===== config.mk =====
export PLATFORM = sky130hd
export DESIGN_NAME = alu_arbiter_ctrl_flat
export DESIGN_NICKNAME = d
export VERILOG_FILES = /design/src/rtl/alu_pkg.sv /design/src/rtl/alu_arbiter_ctrl_if.sv /design/src/rtl/alu_arbiter_ctrl_rr_arb2.sv /design/src/rtl/alu_arbiter_ctrl.sv /design/src/flat_wrapper.sv
export SDC_FILE = /design/constraint.sdc
export NUM_CORES = 1
export LEC_CHECK = 0
export ABC_AREA = 1
export CORE_MARGIN = 1
export CORE_UTILIZATION = 40
export CTS_BUF_LIST = sky130_fd_sc_hd__clkbuf_8
export CTS_CLUSTER_SIZE = 20
export DETAILED_ROUTE_END_ITERATION = 16
export PLACE_DENSITY = 0.87
export SYNTH_ARGS = -nofsm -noshare
export SYNTH_HDL_FRONTEND = slang
export SYNTH_SLANG_ARGS = --single-unit
export TNS_END_PERCENT = 1

===== constraint.sdc =====
create_clock -name clk -period 1.5 [get_ports clk]
set_clock_uncertainty 0.05 [all_clocks]
set_input_delay 0.225 -clock clk [delete_from_list [all_inputs] [get_ports clk]]
set_output_delay 0.225 -clock clk [all_outputs]
set_load 0.02 [all_outputs]

===== src/rtl/alu_pkg.sv =====
// Shared definitions for the ALU arbiter slice.
// Holds the opcode constants, the FSM state encoding and the default widths
// used by the interface, the round-robin sub-module and the top.
package alu_pkg;

  localparam int W_DEF     = 8;
  localparam int OPW_DEF   = 3;
  localparam int CNT_W_DEF = 16;

  localparam logic [2:0] OP_RCA  = 3'd0;
  localparam logic [2:0] OP_CLA  = 3'd1;
  localparam logic [2:0] OP_CSA  = 3'd2;
  localparam logic [2:0] OP_SUB  = 3'd3;
  localparam logic [2:0] OP_INC  = 3'd4;
  localparam logic [2:0] OP_DEC  = 3'd5;
  localparam logic [2:0] OP_CMP  = 3'd6;
  localparam logic [2:0] OP_PASS = 3'd7;

  typedef enum logic [1:0] {
    IDLE = 2'd0,
    EXEC = 2'd1,
    RESP = 2'd2
  } state_t;

endpackage


===== src/rtl/alu_arbiter_ctrl_if.sv =====
// Bus bundle for alu_arbiter_ctrl: two request channels, the ALU port pair,
// the response channel and busy.
//   modport slave  : the arbiter side (accepts requests, drives the ALU).
//   modport master : the environment (engines, external ALU, consumer).
// Optional macro ALU_ARB_STATS_EN adds grant_cnt0/grant_cnt1/stall_cnt.
interface alu_arbiter_ctrl_if import alu_pkg::*; #(
  parameter int W     = W_DEF,
  parameter int OPW   = OPW_DEF,
  parameter int CNT_W = CNT_W_DEF
);
  logic           req0_valid, req0_ready;
  logic [W-1:0]   req0_A, req0_B;
  logic [OPW-1:0] req0_op;
  logic           req1_valid, req1_ready;
  logic [W-1:0]   req1_A, req1_B;
  logic [OPW-1:0] req1_op;
  logic [W-1:0]   alu_A, alu_B, alu_Y;
  logic [OPW-1:0] alu_op;
  logic           alu_Cout;
  logic           rsp_valid, rsp_ready;
  logic [W-1:0]   rsp_Y;
  logic           rsp_Cout, rsp_id;
  logic           busy;
`ifdef ALU_ARB_STATS_EN
  logic [CNT_W-1:0] grant_cnt0, grant_cnt1, stall_cnt;
`endif

  modport slave (
    input  req0_valid, req0_A, req0_B, req0_op,
    input  req1_valid, req1_A, req1_B, req1_op,
    input  alu_Y, alu_Cout, rsp_ready,
    output req0_ready, req1_ready,
    output alu_A, alu_B, alu_op,
    output rsp_valid, rsp_Y, rsp_Cout, rsp_id, busy
`ifdef ALU_ARB_STATS_EN
    , output grant_cnt0, grant_cnt1, stall_cnt
`endif
  );

  modport master (
    output req0_valid, req0_A, req0_B, req0_op,
    output req1_valid, req1_A, req1_B, req1_op,
    output alu_Y, alu_Cout, rsp_ready,
    input  req0_ready, req1_ready,
    input  alu_A, alu_B, alu_op,
    input  rsp_valid, rsp_Y, rsp_Cout, rsp_id, busy
`ifdef ALU_ARB_STATS_EN
    , input grant_cnt0, grant_cnt1, stall_cnt
`endif
  );
endinterface


===== src/rtl/alu_arbiter_ctrl_rr_arb2.sv =====
// rr_arb2: two-way round-robin grant.
//   req[1:0] : requests (already qualified by the caller)
//   upd      : a grant was taken this cycle; remember its winner
//   gnt[1:0] : one-hot grant (combinational)
//   gnt_id   : index of the granted requester
// last_grant resets to 1 so requester 0 wins the first contest.
module rr_arb2 (
  input  logic       clk,
  input  logic       rst_n,
  input  logic [1:0] req,
  input  logic       upd,
  output logic [1:0] gnt,
  output logic       gnt_id
);
  logic last_grant;

  always_comb begin
    gnt = req;
    if (req == 2'b11) gnt = last_grant ? 2'b01 : 2'b10;
    gnt_id = gnt[1];
  end

  always_ff @(posedge clk or negedge rst_n) begin
    if (!rst_n)   last_grant <= 1'b1;
    else if (upd) last_grant <= gnt_id;
  end
endmodule


===== src/rtl/alu_arbiter_ctrl.sv =====
// alu_arbiter_ctrl: shares one external ALU between two requesters.
// Ports: clk, rst_n (async, active low), bus (alu_arbiter_ctrl_if.slave):
//   req0_*/req1_* valid/ready operand channels, alu_* to/from the ALU,
//   rsp_* tagged response channel, busy.
// Flow: IDLE grants and latches operands -> EXEC drives the ALU and
// registers Y/Cout -> RESP holds the result until rsp_ready.
// Optional macro ALU_ARB_STATS_EN adds saturating grant/stall counters.
module alu_arbiter_ctrl import alu_pkg::*; #(
  parameter int W     = W_DEF,
  parameter int OPW   = OPW_DEF,
  parameter int CNT_W = CNT_W_DEF
) (
  input  logic              clk,
  input  logic              rst_n,
  alu_arbiter_ctrl_if.slave bus
);
  typedef struct packed {
    logic [W-1:0]   A;
    logic [W-1:0]   B;
    logic [OPW-1:0] op;
  } opnd_t;

  state_t         state;
  opnd_t          opnd;
  opnd_t [1:0]    req_in;
  logic [1:0]     req_vld, gnt;
  logic           gnt_id, idle, hs;
  logic [W-1:0]   rsp_y_q;
  logic           rsp_c_q, rsp_id_q, rsp_vld_q;

  assign req_in[0] = {bus.req0_A, bus.req0_B, bus.req0_op};
  assign req_in[1] = {bus.req1_A, bus.req1_B, bus.req1_op};
  assign idle      = (state == IDLE);
  // Arbitration only happens in IDLE; masking here keeps ready low elsewhere.
  assign req_vld   = {bus.req1_valid, bus.req0_valid} & {2{idle}};
  assign hs        = |gnt;

  rr_arb2 u_arb (
    .clk    (clk),
    .rst_n  (rst_n),
    .req    (req_vld),
    .upd    (hs),
    .gnt    (gnt),
    .gnt_id (gnt_id)
  );

  // rst_n gating keeps ready low while reset is held even if valid is up.
  assign bus.req0_ready = gnt[0] & rst_n;
  assign bus.req1_ready = gnt[1] & rst_n;

  always_ff @(posedge clk or negedge rst_n) begin
    if (!rst_n) begin
      state     <= IDLE;
      opnd      <= '0;
      rsp_y_q   <= '0;
      rsp_c_q   <= 1'b0;
      rsp_id_q  <= 1'b0;
      rsp_vld_q <= 1'b0;
    end else begin
      case (state)
        IDLE: if (hs) begin
          opnd     <= req_in[gnt_id];
          rsp_id_q <= gnt_id;
          state    <= EXEC;
        end
        EXEC: begin
          rsp_y_q   <= bus.alu_Y;
          rsp_c_q   <= bus.alu_Cout;
          rsp_vld_q <= 1'b1;
          state     <= RESP;
        end
        RESP: if (bus.rsp_ready) begin
          rsp_vld_q <= 1'b0;
          state     <= IDLE;
        end
        default: state <= IDLE;
      endcase
    end
  end

  assign bus.alu_A     = opnd.A;
  assign bus.alu_B     = opnd.B;
  assign bus.alu_op    = opnd.op;
  assign bus.rsp_valid = rsp_vld_q;
  assign bus.rsp_Y     = rsp_y_q;
  assign bus.rsp_Cout  = rsp_c_q;
  assign bus.rsp_id    = rsp_id_q;
  assign bus.busy      = !idle;

`ifdef ALU_ARB_STATS_EN
  logic [CNT_W-1:0] gc0, gc1, sc;

  always_ff @(posedge clk or negedge rst_n) begin
    if (!rst_n) begin
      gc0 <= '0;
      gc1 <= '0;
      sc  <= '0;
    end else begin
      if (gnt[0] && gc0 != '1) gc0 <= gc0 + 1'b1;
      if (gnt[1] && gc1 != '1) gc1 <= gc1 + 1'b1;
      if (state == RESP && !bus.rsp_ready && sc != '1) sc <= sc + 1'b1;
    end
  end

  assign bus.grant_cnt0 = gc0;
  assign bus.grant_cnt1 = gc1;
  assign bus.stall_cnt  = sc;
`endif
endmodule


===== src/flat_wrapper.sv =====
// flat-port wrapper written by rule: the top's interface ports become plain ports
module alu_arbiter_ctrl_flat import alu_pkg::*;
#(
  parameter int W     = W_DEF,
  parameter int OPW   = OPW_DEF,
  parameter int CNT_W = CNT_W_DEF
)
  (clk, rst_n, bus_req0_valid, bus_req0_A, bus_req0_B, bus_req0_op, bus_req1_valid, bus_req1_A, bus_req1_B, bus_req1_op, bus_alu_Y, bus_alu_Cout, bus_rsp_ready, bus_req0_ready, bus_req1_ready, bus_alu_A, bus_alu_B, bus_alu_op, bus_rsp_valid, bus_rsp_Y, bus_rsp_Cout, bus_rsp_id, bus_busy);
  alu_arbiter_ctrl_if #(.W(W), .OPW(OPW), .CNT_W(CNT_W)) bus_i ();
  input  logic clk;
  input  logic rst_n;
  input wire logic [$bits(bus_i.req0_valid)-1:0] bus_req0_valid;
  input wire logic [$bits(bus_i.req0_A)-1:0] bus_req0_A;
  input wire logic [$bits(bus_i.req0_B)-1:0] bus_req0_B;
  input wire logic [$bits(bus_i.req0_op)-1:0] bus_req0_op;
  input wire logic [$bits(bus_i.req1_valid)-1:0] bus_req1_valid;
  input wire logic [$bits(bus_i.req1_A)-1:0] bus_req1_A;
  input wire logic [$bits(bus_i.req1_B)-1:0] bus_req1_B;
  input wire logic [$bits(bus_i.req1_op)-1:0] bus_req1_op;
  input wire logic [$bits(bus_i.alu_Y)-1:0] bus_alu_Y;
  input wire logic [$bits(bus_i.alu_Cout)-1:0] bus_alu_Cout;
  input wire logic [$bits(bus_i.rsp_ready)-1:0] bus_rsp_ready;
  output wire logic [$bits(bus_i.req0_ready)-1:0] bus_req0_ready;
  output wire logic [$bits(bus_i.req1_ready)-1:0] bus_req1_ready;
  output wire logic [$bits(bus_i.alu_A)-1:0] bus_alu_A;
  output wire logic [$bits(bus_i.alu_B)-1:0] bus_alu_B;
  output wire logic [$bits(bus_i.alu_op)-1:0] bus_alu_op;
  output wire logic [$bits(bus_i.rsp_valid)-1:0] bus_rsp_valid;
  output wire logic [$bits(bus_i.rsp_Y)-1:0] bus_rsp_Y;
  output wire logic [$bits(bus_i.rsp_Cout)-1:0] bus_rsp_Cout;
  output wire logic [$bits(bus_i.rsp_id)-1:0] bus_rsp_id;
  output wire logic [$bits(bus_i.busy)-1:0] bus_busy;
  assign bus_i.req0_valid = bus_req0_valid;
  assign bus_i.req0_A = bus_req0_A;
  assign bus_i.req0_B = bus_req0_B;
  assign bus_i.req0_op = bus_req0_op;
  assign bus_i.req1_valid = bus_req1_valid;
  assign bus_i.req1_A = bus_req1_A;
  assign bus_i.req1_B = bus_req1_B;
  assign bus_i.req1_op = bus_req1_op;
  assign bus_i.alu_Y = bus_alu_Y;
  assign bus_i.alu_Cout = bus_alu_Cout;
  assign bus_i.rsp_ready = bus_rsp_ready;
  assign bus_req0_ready = bus_i.req0_ready;
  assign bus_req1_ready = bus_i.req1_ready;
  assign bus_alu_A = bus_i.alu_A;
  assign bus_alu_B = bus_i.alu_B;
  assign bus_alu_op = bus_i.alu_op;
  assign bus_rsp_valid = bus_i.rsp_valid;
  assign bus_rsp_Y = bus_i.rsp_Y;
  assign bus_rsp_Cout = bus_i.rsp_Cout;
  assign bus_rsp_id = bus_i.rsp_id;
  assign bus_busy = bus_i.busy;
  alu_arbiter_ctrl #(.W(W), .OPW(OPW), .CNT_W(CNT_W)) u_core (.clk(clk), .rst_n(rst_n), .bus(bus_i));
endmodule

==> results.toml <==
[status]
outcome = "finished with violations"
violations = "negative setup slack"

[worst_setup_path]
startpoint_type = "flop"
crit_slowest_cell = "dfrtp_1"
crit_fanout = 4
cp.required_ns = 1.22
cp.arrival_ns = 1.25
cp-end-kind = "output pin"
cp_slowest_stage_delay_ns = 0.40
critPathKind = "reg -> out"
cp_cell_sequence = "nor2_4 -> nand2_1 -> a211oi_2 -> buf_4"

[sta]
timing.final.ws_setup_ns = -0.0273
setup_viol = 1
holdWs_ns = 0.419
hold_violations = 0
slew_viol_final = 0
tightest_slew_ns = 0.408
post-route-period-util = 1.02
grt_setup_unrepaired = "yes"
max_freq_ghz = 0.655
fin_crit_ns = 1.53
slew_headroom = 0.728

[synth]
synth-warning-count = 0
synth_most_common_cell = "nand2_1"
ys_top_cells_by_count = "89 x nand2_1, 43 x inv_1, 32 x dfrtp_1"
yosysTopAreaCell = "dfrtp_1"
synth_top_area_frac = 0.474
synth_edf_count = 0
async_reset_ff_frac = 1.00
synth_seq_area_share = 0.490
ys_seq_elements = 33
synth_fp_nets = 280
syn_area_um2 = 1690
ys_types = 18
synthCells = 228
synthFlopType = "dfrtp_1"
syn_avg_cell_area_um2 = 7.41
synthTopCellsByArea = "dfrtp_1 47%, nand2_1 20%, inv_1 9.6%"

[global_routing]
grtUsageMet2 = 0.390
met1_usage = 0.243
busiest_layer = "met2"
antenna_found_initial = 0
first_global_vias = 1687
gr-total-overflow = 0
grt_util_met3 = 0.0531
grt_usage = 0.215
grt_max_degree = 34
grt_pass1_wl_um = 7220

[finish]
diodes = 0
nets = 375
area_growth_syn_to_layout_pct = 59.2
drive_gt1_frac = 0.105

[cts]
root_buffer = "clkbuf_8"
cts_max_path_buffers = 2
clk_pin_slew_ns = 0.07
clock-sinks = 33
cts_made_buffers = 5
h-tree-depth = 2
cts_tree = "done"
insertion_delay_ns = 0.27

[routing]
drcViolationCount = 0
routed_wl_um = 4380
wl_per_cell_um = 11.7
avgViaCountPerCell = 4.74
dr.pass1.iters = 4
vias = 1774
drt_iter0_drc = 85
antenna_left = 0

[pwr]
powerDensity_nw_per_um2 = 1850
worst_ir_drop_vdd_uv = 1060
p_leak_nw = 1.52

[die]
die_w_um = 67.0
dieArea_um2 = 4490
rows = 23
die_y_um = 67.0
io_pins = 85
core_area_um2 = 4030
start_util = 0.419

[worst_hold_path]
hold_path_class = "reg -> reg"

[placement]
gp_congestion = 0.729
pre_cts_ws_ns = -0.394
hpwlAfterDp_um = 3180
io_buffers = 84

[flow_run]
max-cap-violations = 0
==> flip-flops by register name (all words and copies together), names as in the netlist <==
| name | flops |
|---|---|
| u_core.bus.alu_A | 8 |
| u_core.bus.alu_B | 8 |
| u_core.bus.rsp_Y | 8 |
| u_core.bus.alu_op | 3 |
| u_core.state | 2 |
| u_core.bus.rsp_Cout | 1 |
| u_core.bus.rsp_id | 1 |
| u_core.bus.rsp_valid | 1 |
| u_core.u_arb.last_grant | 1 |
==> final timing paths <==
path | cells after the start | to | from | slack (ns)
worst max register to register | 7 | u_core.bus.alu_A[4]$_DFFE_PN0P_ | u_core.state[1]$_DFFE_PN0P_ | 0.03
max in group asynchronous | 3 | u_core.u_arb.last_grant$_DFFE_PN1P_ | rst_n | 0.57
min in group asynchronous | 3 | u_core.bus.alu_B[1]$_DFFE_PN0P_ | rst_n | 0.50
worst min register to register | 2 | u_core.bus.rsp_Y[6]$_DFFE_PN0P_ | u_core.bus.rsp_Y[6]$_DFFE_PN0P_ | 0.42
worst min-delay path | 2 | u_core.bus.rsp_Y[6]$_DFFE_PN0P_ | u_core.bus.rsp_Y[6]$_DFFE_PN0P_ | 0.42
worst max-delay path | 4 | bus_req0_ready | u_core.state[1]$_DFFE_PN0P_ | -0.03
==> cell usage in the layout, fill, tap and decap left out <==
cell type / count
a211oi_2: 1
buf_2: 2
buf_4: 17
buf_6: 1
clkbuf_8: 5
clkdlybuf4s50_1: 50
clkinv_2: 2
dfrtp_1: 32
dfstp_2: 1
dlygate4sd2_1: 28
dlygate4sd3_1: 1
dlymetal6s2s_1: 2
inv_1: 44
inv_2: 2
nand2_1: 89
nand3_1: 20
nand3_2: 1
nand4_1: 19
nor2_1: 2
nor2_4: 1
o21ai_0: 3
o21ai_2: 1
==> cell type report <==
| cell class | count | area [um^2] |
|---|---|---|
| well taps | 50 | 62.6 |
| multi-input cells | 137 | 618 |
| clock inverters | 3 | 13.8 |
| fillers | 366 | 1340 |
| repair buffers | 101 | 930 |
| flip-flops and latches | 33 | 827 |
| clock buffers | 5 | 68.8 |
| inverters | 45 | 169 |
==> logic make-up (layout without fill, tap and decap cells) <==
logic type | after synthesis | in the layout | share of synthesized area
AOI/OAI and AO/OA | 5 | 5 | 0.0185
buffers and inverters | 58 | 154 | 0.147
DFF | 33 | 33 | 0.490
and+or+nand+nor | 132 | 132 | 0.344
==> critical path, delay by kind of cell (launching register included) <==
family	cells	cell delay [ns]
AOI/OAI and AO/OA	1	0.14
buffers and inverters	1	0.17
DFF	1	0.40
and+or+nand+nor	2	0.26
==> timing repair <==
action	4_1_cts	5_1_grt
pin swaps	1	0
cloned	0	0
resized for setup	43	3
hold buffers	1	0
endpoints found under the hold margin	32	0
buffers inserted	4	0
endpoints found under the setup margin	31	32
==> metal layers <==
| layer | wire length, um | vias to the layer above |
|---|---|---|
| met2 | 2120 | 75 |
| li1 | - | 886 |
| met3 | 300 | 8 |
| met1 | 1890 | 805 |
| met5 | 0 | - |
| met4 | 66 | 0 |
==> per-stage QoR <==
step,utilization,std cells,cell area (um^2),TNS [ns],total power [mW]
after floorplan,-,228,1690,0,3.24
final,0.667,374,2690,-0.0273,4.97
after global routing,0.667,374,2690,-1.01,5.37
after detailed placement,0.646,361,2600,-4.91,4.56
after CTS,0.666,374,2680,-0.0516,5.01
after global placement,0.646,361,2600,-4.08,4.48
==> report_power, final <==
group          internal (mW)  total [mW]  switching, mW
sequential              1.35        1.58          0.233
clock                  0.314       0.624          0.309
combinational           1.10        2.76           1.66
No activity file was read; power rests on OpenSTA's default activity.
